$ cat config.mk
export PLATFORM = sky130hd
export DESIGN_NAME = icache_refill_responder
export DESIGN_NICKNAME = d
export VERILOG_FILES = /design/src/rtl/icache_refill_responder_pkg.sv /design/src/rtl/icache_refill_responder_rr_arbiter_onehot.sv /design/src/rtl/icache_refill_responder.sv
export SDC_FILE = /design/constraint.sdc
export NUM_CORES = 1
export LEC_CHECK = 0
export BUFFER_PORTS_ARGS = -buffer_cell sky130_fd_sc_hd__buf_2
export CORE_MARGIN = 2
export CORE_UTILIZATION = 40
export CTS_CLUSTER_DIAMETER = 60
export DETAILED_ROUTE_END_ITERATION = 8
export GPL_ROUTABILITY_DRIVEN = 0
export PLACE_DENSITY = 0.64
export SLEW_MARGIN = 20
export SYNTH_ARGS = -nofsm -noshare
export SYNTH_HDL_FRONTEND = slang
export SYNTH_SLANG_ARGS = --single-unit
$ cat constraint.sdc
create_clock -name clk_i -period 5.3 [get_ports clk_i]
set_input_delay 0.265 -clock clk_i [delete_from_list [all_inputs] [get_ports clk_i]]
set_output_delay 0.265 -clock clk_i [all_outputs]
set_load 0.05 [all_outputs]
$ cat src/rtl/icache_refill_responder_pkg.sv
// ----------------------------------------------------------------------------
// icache_refill_responder_pkg
//
// Shared definitions for the instruction-cache refill responder:
//   - refill_state_e : refill controller states (IDLE, FETCH, RESPOND)
//   - helper functions that derive the dependent widths from the top-level
//     parameters, so the top and its arbiter size things the same way.
// No ports (package).
// ----------------------------------------------------------------------------
package icache_refill_responder_pkg;

    typedef enum logic [1:0] {
        IDLE    = 2'd0,
        FETCH   = 2'd1,
        RESPOND = 2'd2
    } refill_state_e;

    // Width of a cache id; a single cache still needs one bit to name it.
    function automatic int cache_id_width(input int num_caches);
        return (num_caches > 1) ? $clog2(num_caches) : 1;
    endfunction

    // Cacheline address width: the word address minus the beat index bits.
    function automatic int cacheline_addr_width(input int pc_width, input int idx_bits);
        return pc_width - idx_bits;
    endfunction

    function automatic int beats_per_line(input int idx_bits);
        return 1 << idx_bits;
    endfunction

    // One extra bit so the beat counters can reach BeatsPerLine without wrapping.
    function automatic int beat_count_width(input int idx_bits);
        return idx_bits + 1;
    endfunction

endpackage

$ cat src/rtl/icache_refill_responder_rr_arbiter_onehot.sv
// ----------------------------------------------------------------------------
// rr_arbiter_onehot
//
// Round-robin arbiter with a one-hot grant. The grant is combinational: the
// first requester at or after the pointer wins. The pointer only moves when
// the grant is actually accepted, and then points just past the winner.
//
// Ports:
//   clk        in   clock
//   rst        in   asynchronous active-high reset (pointer -> 0)
//   req        in   NumReq request vector
//   accept     in   grant taken this cycle; advance the pointer
//   grant      out  NumReq one-hot (or zero) grant
//   grant_idx  out  binary index of the granted requester
// ----------------------------------------------------------------------------
module rr_arbiter_onehot
    import icache_refill_responder_pkg::*;
#(
    parameter int NumReq = 2,
    localparam int IdxWidth = cache_id_width(NumReq)
) (
    input  logic                clk,
    input  logic                rst,
    input  logic [NumReq-1:0]   req,
    input  logic                accept,
    output logic [NumReq-1:0]   grant,
    output logic [IdxWidth-1:0] grant_idx
);

    logic [IdxWidth-1:0] ptr;
    logic                found;

    // Two passes give the wrap-around priority: first the requesters at or
    // above the pointer, then the ones below it.
    always_comb begin
        grant     = '0;
        grant_idx = '0;
        found     = 1'b0;
        for (int c = 0; c < NumReq; c++) begin
            if (!found && req[c] && (c >= int'(ptr))) begin
                found     = 1'b1;
                grant[c]  = 1'b1;
                grant_idx = IdxWidth'(c);
            end
        end
        for (int c = 0; c < NumReq; c++) begin
            if (!found && req[c] && (c < int'(ptr))) begin
                found     = 1'b1;
                grant[c]  = 1'b1;
                grant_idx = IdxWidth'(c);
            end
        end
    end

    always_ff @(posedge clk or posedge rst) begin
        if (rst) begin
            ptr <= '0;
        end else if (accept && found) begin
            if (int'(grant_idx) == NumReq - 1) begin
                ptr <= '0;
            end else begin
                ptr <= grant_idx + 1'b1;
            end
        end
    end

endmodule

$ cat src/rtl/icache_refill_responder.sv
// ----------------------------------------------------------------------------
// icache_refill_responder
//
// Responder end of the instruction-cache refill protocol. Accepts cacheline
// refill requests from NumCaches instruction caches (round-robin), fetches
// the line from a shared word-wide instruction memory one instruction per
// beat, assembles it, and returns it with a one-cycle valid pulse to the
// requesting cache. One refill is in flight at a time.
//
// Ports:
//   clk_i         in   clock
//   rst_i         in   asynchronous active-high reset
//   ic_req_i      in   [NumCaches]       per-cache refill request (held)
//   ic_addr_i     in   [NumCaches*CLAW]  per-cache line address, cache c at
//                                        bits [c*CLAW +: CLAW]
//   ic_ready_o    out  [NumCaches]       request accept, one-hot or zero
//   ic_valid_o    out  [NumCaches]       response pulse, one-hot or zero
//   ic_data_o     out  [BeatsPerLine*EncInstWidth] response line, word 0
//                                        (lowest PC) in the lowest bits
//   mem_req_o     out  memory read request
//   mem_addr_o    out  [PcWidth] word address = {line, beat index}
//   mem_gnt_i     in   memory accepts the request this cycle
//   mem_rvalid_i  in   read data valid (in order, >=1 cycle after grant)
//   mem_rdata_i   in   [EncInstWidth] read data
// ----------------------------------------------------------------------------
module icache_refill_responder
    import icache_refill_responder_pkg::*;
#(
    parameter int NumCaches        = 2,
    parameter int PcWidth          = 32,
    parameter int EncInstWidth     = 32,
    parameter int CachelineIdxBits = 2,
    localparam int CachelineAddrWidth = cacheline_addr_width(PcWidth, CachelineIdxBits),
    localparam int CacheIdWidth       = cache_id_width(NumCaches),
    localparam int BeatsPerLine       = beats_per_line(CachelineIdxBits),
    localparam int CntWidth           = beat_count_width(CachelineIdxBits)
) (
    input  logic                                   clk_i,
    input  logic                                   rst_i,
    input  logic [NumCaches-1:0]                   ic_req_i,
    input  logic [NumCaches*CachelineAddrWidth-1:0] ic_addr_i,
    output logic [NumCaches-1:0]                   ic_ready_o,
    output logic [NumCaches-1:0]                   ic_valid_o,
    output logic [BeatsPerLine*EncInstWidth-1:0]   ic_data_o,
    output logic                                   mem_req_o,
    output logic [PcWidth-1:0]                     mem_addr_o,
    input  logic                                   mem_gnt_i,
    input  logic                                   mem_rvalid_i,
    input  logic [EncInstWidth-1:0]                mem_rdata_i
);

    // Line address and instruction word types, shared in shape with the
    // instruction cache.
    localparam type cacheline_addr_t = logic [CachelineAddrWidth-1:0];
    localparam type inst_t           = logic [EncInstWidth-1:0];

    refill_state_e           state;
    logic [CacheIdWidth-1:0] id_q;
    cacheline_addr_t         line_q;
    logic [CntWidth-1:0]     issued_q;
    logic [CntWidth-1:0]     received_q;
    inst_t                   buffer_q [BeatsPerLine];

    logic [NumCaches-1:0]    grant;
    logic [CacheIdWidth-1:0] grant_idx;
    logic                    accept;
    cacheline_addr_t         sel_addr;
    logic [PcWidth-1:0]      fetch_addr;

    rr_arbiter_onehot #(
        .NumReq (NumCaches)
    ) u_arb (
        .clk       (clk_i),
        .rst       (rst_i),
        .req       (ic_req_i),
        .accept    (accept),
        .grant     (grant),
        .grant_idx (grant_idx)
    );

    // The arbiter's grant already implies a request, so ready doubles as the
    // handshake. Gating with rst_i keeps ready low while reset is asserted.
    assign accept     = (state == IDLE) && !rst_i && (|grant);
    assign ic_ready_o = accept ? grant : '0;

    always_comb begin
        sel_addr = '0;
        for (int c = 0; c < NumCaches; c++) begin
            if (grant[c]) begin
                sel_addr = ic_addr_i[c*CachelineAddrWidth +: CachelineAddrWidth];
            end
        end
    end

    // With a single-beat line there is no beat index to append.
    generate
        if (CachelineIdxBits == 0) begin : g_addr_line
            assign fetch_addr = line_q;
        end else begin : g_addr_beat
            assign fetch_addr = {line_q, issued_q[CachelineIdxBits-1:0]};
        end
    endgenerate

    assign mem_req_o  = (state == FETCH) && (issued_q < CntWidth'(BeatsPerLine));
    assign mem_addr_o = mem_req_o ? fetch_addr : '0;

    always_comb begin
        ic_valid_o = '0;
        for (int c = 0; c < NumCaches; c++) begin
            ic_valid_o[c] = (state == RESPOND) && (int'(id_q) == c);
        end
    end

    always_comb begin
        ic_data_o = '0;
        if (state == RESPOND) begin
            for (int b = 0; b < BeatsPerLine; b++) begin
                ic_data_o[b*EncInstWidth +: EncInstWidth] = buffer_q[b];
            end
        end
    end

    // Issue and receive run concurrently in FETCH; a grant and an rvalid in
    // the same cycle each advance their own counter. The last rvalid moves
    // straight to RESPOND so the line is presented the following cycle.
    always_ff @(posedge clk_i or posedge rst_i) begin
        if (rst_i) begin
            state      <= IDLE;
            id_q       <= '0;
            line_q     <= '0;
            issued_q   <= '0;
            received_q <= '0;
            for (int b = 0; b < BeatsPerLine; b++) begin
                buffer_q[b] <= '0;
            end
        end else begin
            case (state)
                IDLE: begin
                    if (accept) begin
                        id_q       <= grant_idx;
                        line_q     <= sel_addr;
                        issued_q   <= '0;
                        received_q <= '0;
                        state      <= FETCH;
                    end
                end
                FETCH: begin
                    if (mem_req_o && mem_gnt_i) begin
                        issued_q <= issued_q + 1'b1;
                    end
                    if (mem_rvalid_i) begin
                        for (int b = 0; b < BeatsPerLine; b++) begin
                            if (int'(received_q) == b) begin
                                buffer_q[b] <= mem_rdata_i;
                            end
                        end
                        received_q <= received_q + 1'b1;
                        if (int'(received_q) == BeatsPerLine - 1) begin
                            state <= RESPOND;
                        end
                    end
                end
                RESPOND: begin
                    state <= IDLE;
                end
                default: begin
                    state <= IDLE;
                end
            endcase
        end
    end

`ifndef SYNTHESIS
    a_rvalid_only_in_fetch: assert property (@(posedge clk_i) disable iff (rst_i)
        mem_rvalid_i |-> (state == FETCH));
    a_received_le_issued: assert property (@(posedge clk_i) disable iff (rst_i)
        received_q <= issued_q);
    a_valid_onehot0: assert property (@(posedge clk_i) disable iff (rst_i)
        $onehot0(ic_valid_o));
    a_ready_onehot0: assert property (@(posedge clk_i) disable iff (rst_i)
        $onehot0(ic_ready_o));
`endif

endmodule

==> results list <==
- Combinational share of power: 35.6%
- Maximum number of pins on one net before global-route repair: 99
* Most numerous cell types in the synthesized netlist: 168 x sky130_fd_sc_hd__dfrtp_1, 161 x sky130_fd_sc_hd__and2_1, 127 x sky130_fd_sc_hd__mux2_2
- Number of placed instances with taps included: 1134
- Clock network power share: 23.9%
- Post-Place Worst Slack: 2660 ps
* Mapped Nets: 749
- At the later pin of the worst-skew pair, clock insertion delay measures 420 ps.
* Synth top area share: 53.5%
- Data required, critical path: 5040 ps
- Compound-Gate Fraction of Synth Area: 4.74%
- Cell internal power was estimated by the tool at 3.57 mW.
* Count of input and output buffers: 262
- The endpoint identified for the worst register-to-register timing path is buffer_q[4].
* Number of gates resized after cts: 0
* Main synth FF type: sky130_fd_sc_hd__dfrtp_1
- Total wirelength of the detailed-routed design: 18.9 mm
- CTS root buf: sky130_fd_sc_hd__clkbuf_16
- The startpoint identified for the worst register-to-register timing path is received_q[0].
- The Yosys step of the flow raised 0 warnings.
- The total overflow left after global routing is 0.
- At the pin with the least slew margin, the transition time is 1040 ps.
* Origin of the worst setup path: state[1]
- The routed design could run at a clock period as short as 3030 ps.
* Path category of the worst min-delay check: input pin to async pin
- Total DRC errors in the routed layout: 0
- Counting flops with a built-in enable in the synthesized netlist gives 0.
- Timing-limited maximum frequency: 330 MHz
- The worst-case IR drop observed on VDD is 330 uV.
- I/O pins: 263
* Cts hold-fix bufs: 0
* Height of the die: 144 um
* Fraction of the mapped netlist area in adder cells: 0.955%
- The count of nets left with antenna violations once routing finished came out at 0.
- Data arrival at the endpoint of the critical path: 2760 ps
- The filler cells instantiated in the layout total 1787.
- Relative max-transition margin: 30.5%
- Final worst hold slack: 58.8 ps
- The die covers 20800 um2.
- The final count of hold timing violations came to 0.
- Area growth from synthesis to final layout: 26.5%
- The first global-routing pass estimated 29.4 mm of wire.
- The mapped netlist covers 7860 um2.
- Top fanout value on the critical path: 85
- The number of max-slew violations in the final report was 0.
* Min setup slack post-route: 2270 ps
* Final cell count without fillers: 1166
* Antenna diodes: 0
- Measured along the x axis, the die boundary spans 144 um.
- The number of global-route vias before repair is 5449.
- Number of antenna violations at the first check in global routing: 0
- The run finished with clean final reports.
- The pre-antenna-repair detailed-routing pass consisted of 4 iterations.
- The core region is 19400 um2.
* Fin Setup TNS: 0 ps
* Net Switching: 1.94 mW
- Sequential cells account for 40.5% of the total power.
- Setup violations remaining at the end of the flow were counted as 0.
- Reg clk slew, reported paths: 60 ps
- In the final layout, the share of cells above drive strength 1 is 48.9%.
- Yosys mapped the design onto 33 distinct sky130hd cell types.
* P_leak: 5.07 nW
- Number of maximum-capacitance constraint violations: 0
* Mux share of post-synthesis cell area: 18.3%
- The longest clock path from root to sink contains 2 buffers.
- Synthesis handed over a netlist of 645 instances.
- Post-layout power: 5.51 mW
* Total via count after detailed routing: 5589
- On the final layout, the worst clock skew is 12.9 ps.
- Summed over all nets, the half-perimeter wirelength after detailed placement is 12.7 mm.
- Number of core rows: 51
* Post-route clock period utilization: 57.2%
- End of the critical path: ic_data_o[62]
- Depth of the worst register-to-register path: 4
* Clock sinks: 168
* Global routing usage summed across all routing layers: 18.5%
- CTS tree: built
- In the final design database the tool counted 992 nets.
- Number of register bits inferred by synthesis: 168
* Initial Utilization: 40.5%
- Setup repair after global routing missed its margin: no
- Of all cell types, the one taking the most synthesized area is sky130_fd_sc_hd__dfrtp_1.
* Switching part of the total: 35.2%
- By area, the combinational part of the netlist is dominated by simple AND/OR/NAND/NOR gates.
* Mapped Avg Cell Area: 12.2 um2
* Average vias per placed instance: 4.79
- Count leader, synth: sky130_fd_sc_hd__dfrtp_1
- WL per Instance: 16.2 um
- After synthesis, the share of flip-flops with an asynchronous set or reset is 100%.
- CTS Buf Count: 17
- Startpoint class of the critical path: flop
* Reg-to-reg setup timing slack: 3010 ps
* H-tree level count: 4
- The detailed router finished its first iteration with 195 violations.
* Part of the Yosys area used for sequential elements: 53.5%
* Xor and xnor area share after synthesis: 0%
- Most area-consuming cells after synthesis: sky130_fd_sc_hd__dfrtp_1 53%, sky130_fd_sc_hd__mux2_2 18%, sky130_fd_sc_hd__and2_1 13%, sky130_fd_sc_hd__a221o_1 3.8%, sky130_fd_sc_hd__nor3_1 1.9%
* Power density cells: 554 nW/um2
- After clock tree synthesis, the setup repair step added 0 buffers.
- Critical path class: flop to output pin
- Basic-gate share of the synthesized area counting and, or, nand and nor cells: 18.7%
- STA classifies the critical path endpoint as an output pin.
## worst min path at each step
| stage | start | endpoint | depth (start not counted) |
|---|---|---|---|
| after detailed placement | buffer_q[123] | buffer_q[123] | 1 |
| after floorplan | mem_rdata_i[27] | buffer_q[123] | 1 |
| final | rst_i | received_q[2] | 2 |
| after global placement | buffer_q[123] | buffer_q[123] | 1 |
| after CTS | ic_addr_i[27] | line_q[27] | 2 |
| after global routing | ic_addr_i[25] | line_q[25] | 2 |
## per-layer routing
| metal | routed length (um) | global-route usage (%) | vias to the layer above |
|---|---|---|---|
| met4 | 285 | 5.47 | 0 |
| met3 | 1330 | 5.93 | 17 |
| met2 | 8800 | 29.6 | 186 |
| li1 | - | - | 2695 |
| met5 | 0 | 0 | - |
| met1 | 8510 | 24.2 | 2691 |
## layout by cell type (no fill, tap or decap), types with 2 or more instances in the layout
master                       count
sky130_fd_sc_hd__nand2_2         2
sky130_fd_sc_hd__and2_1        161
sky130_fd_sc_hd__buf_4           9
sky130_fd_sc_hd__o21ai_0         2
sky130_fd_sc_hd__dfrtp_1       168
sky130_fd_sc_hd__bufinv_16       4
sky130_fd_sc_hd__o211ai_1        2
sky130_fd_sc_hd__a221o_1        30
sky130_fd_sc_hd__buf_2         262
sky130_fd_sc_hd__clkbuf_1        2
sky130_fd_sc_hd__clkbuf_16      17
sky130_fd_sc_hd__clkinvlp_4      3
sky130_fd_sc_hd__nor3_1         30
sky130_fd_sc_hd__clkbuf_8        2
sky130_fd_sc_hd__ha_1            6
sky130_fd_sc_hd__nand2_1        37
sky130_fd_sc_hd__inv_6           2
sky130_fd_sc_hd__clkinv_2        2
sky130_fd_sc_hd__nor2_1          3
sky130_fd_sc_hd__a31oi_1         2
sky130_fd_sc_hd__mux2_2        127
sky130_fd_sc_hd__nor3b_2         2
sky130_fd_sc_hd__inv_1           5
sky130_fd_sc_hd__o22ai_1         2
## through the flow
stage	util (%)	instance area, um2
global placement	48.0	9320
detailed placement	48.0	9320
floorplan	-	7860
finish	51.3	9950
global route	51.3	9950
CTS	51.3	9950
## area by class of cell
class,instances,area (um2),share of cell area (%)
multi-input combinational,424,3370,33.9
clock buffer,21,460,4.63
tap,265,332,3.33
inverter,6,27.5,0.277
clock inverter,11,170,1.71
sequential,168,4200,42.3
timing repair buffer,271,1380,13.9
## power by group through the flow
stage	clock, mW	sequential, mW	combinational [mW]
3_3_place_gp	0	2.25	1.95
5_1_grt	1.40	2.33	2.11
6_report	1.32	2.23	1.96
4_1_cts	1.34	2.24	1.99
2_1_floorplan	0	2.12	1.64
3_5_place_dp	0	2.25	1.99
## cells by family after synthesis
group | count (synthesis)
flops | 168
mux | 128
simple gates | 248
compound gates | 42
fa+ha+maj | 6
buf+inv | 53
## worst max-delay path, cell delays in order (launching register included)
cell and delay (ps):
sky130_fd_sc_hd__dfrtp_1 480, sky130_fd_sc_hd__nor2b_4 720, sky130_fd_sc_hd__buf_4 610, sky130_fd_sc_hd__and2_1 230
sky130_fd_sc_hd__buf_2 270
## registers in the layout, indices dropped and copies added, names as in the netlist
register    count
id_q            1
issued_q        3
state           2
buffer_q      128
received_q      3
u_arb.ptr       1
line_q         30
(Power assumes the default switching activity.)
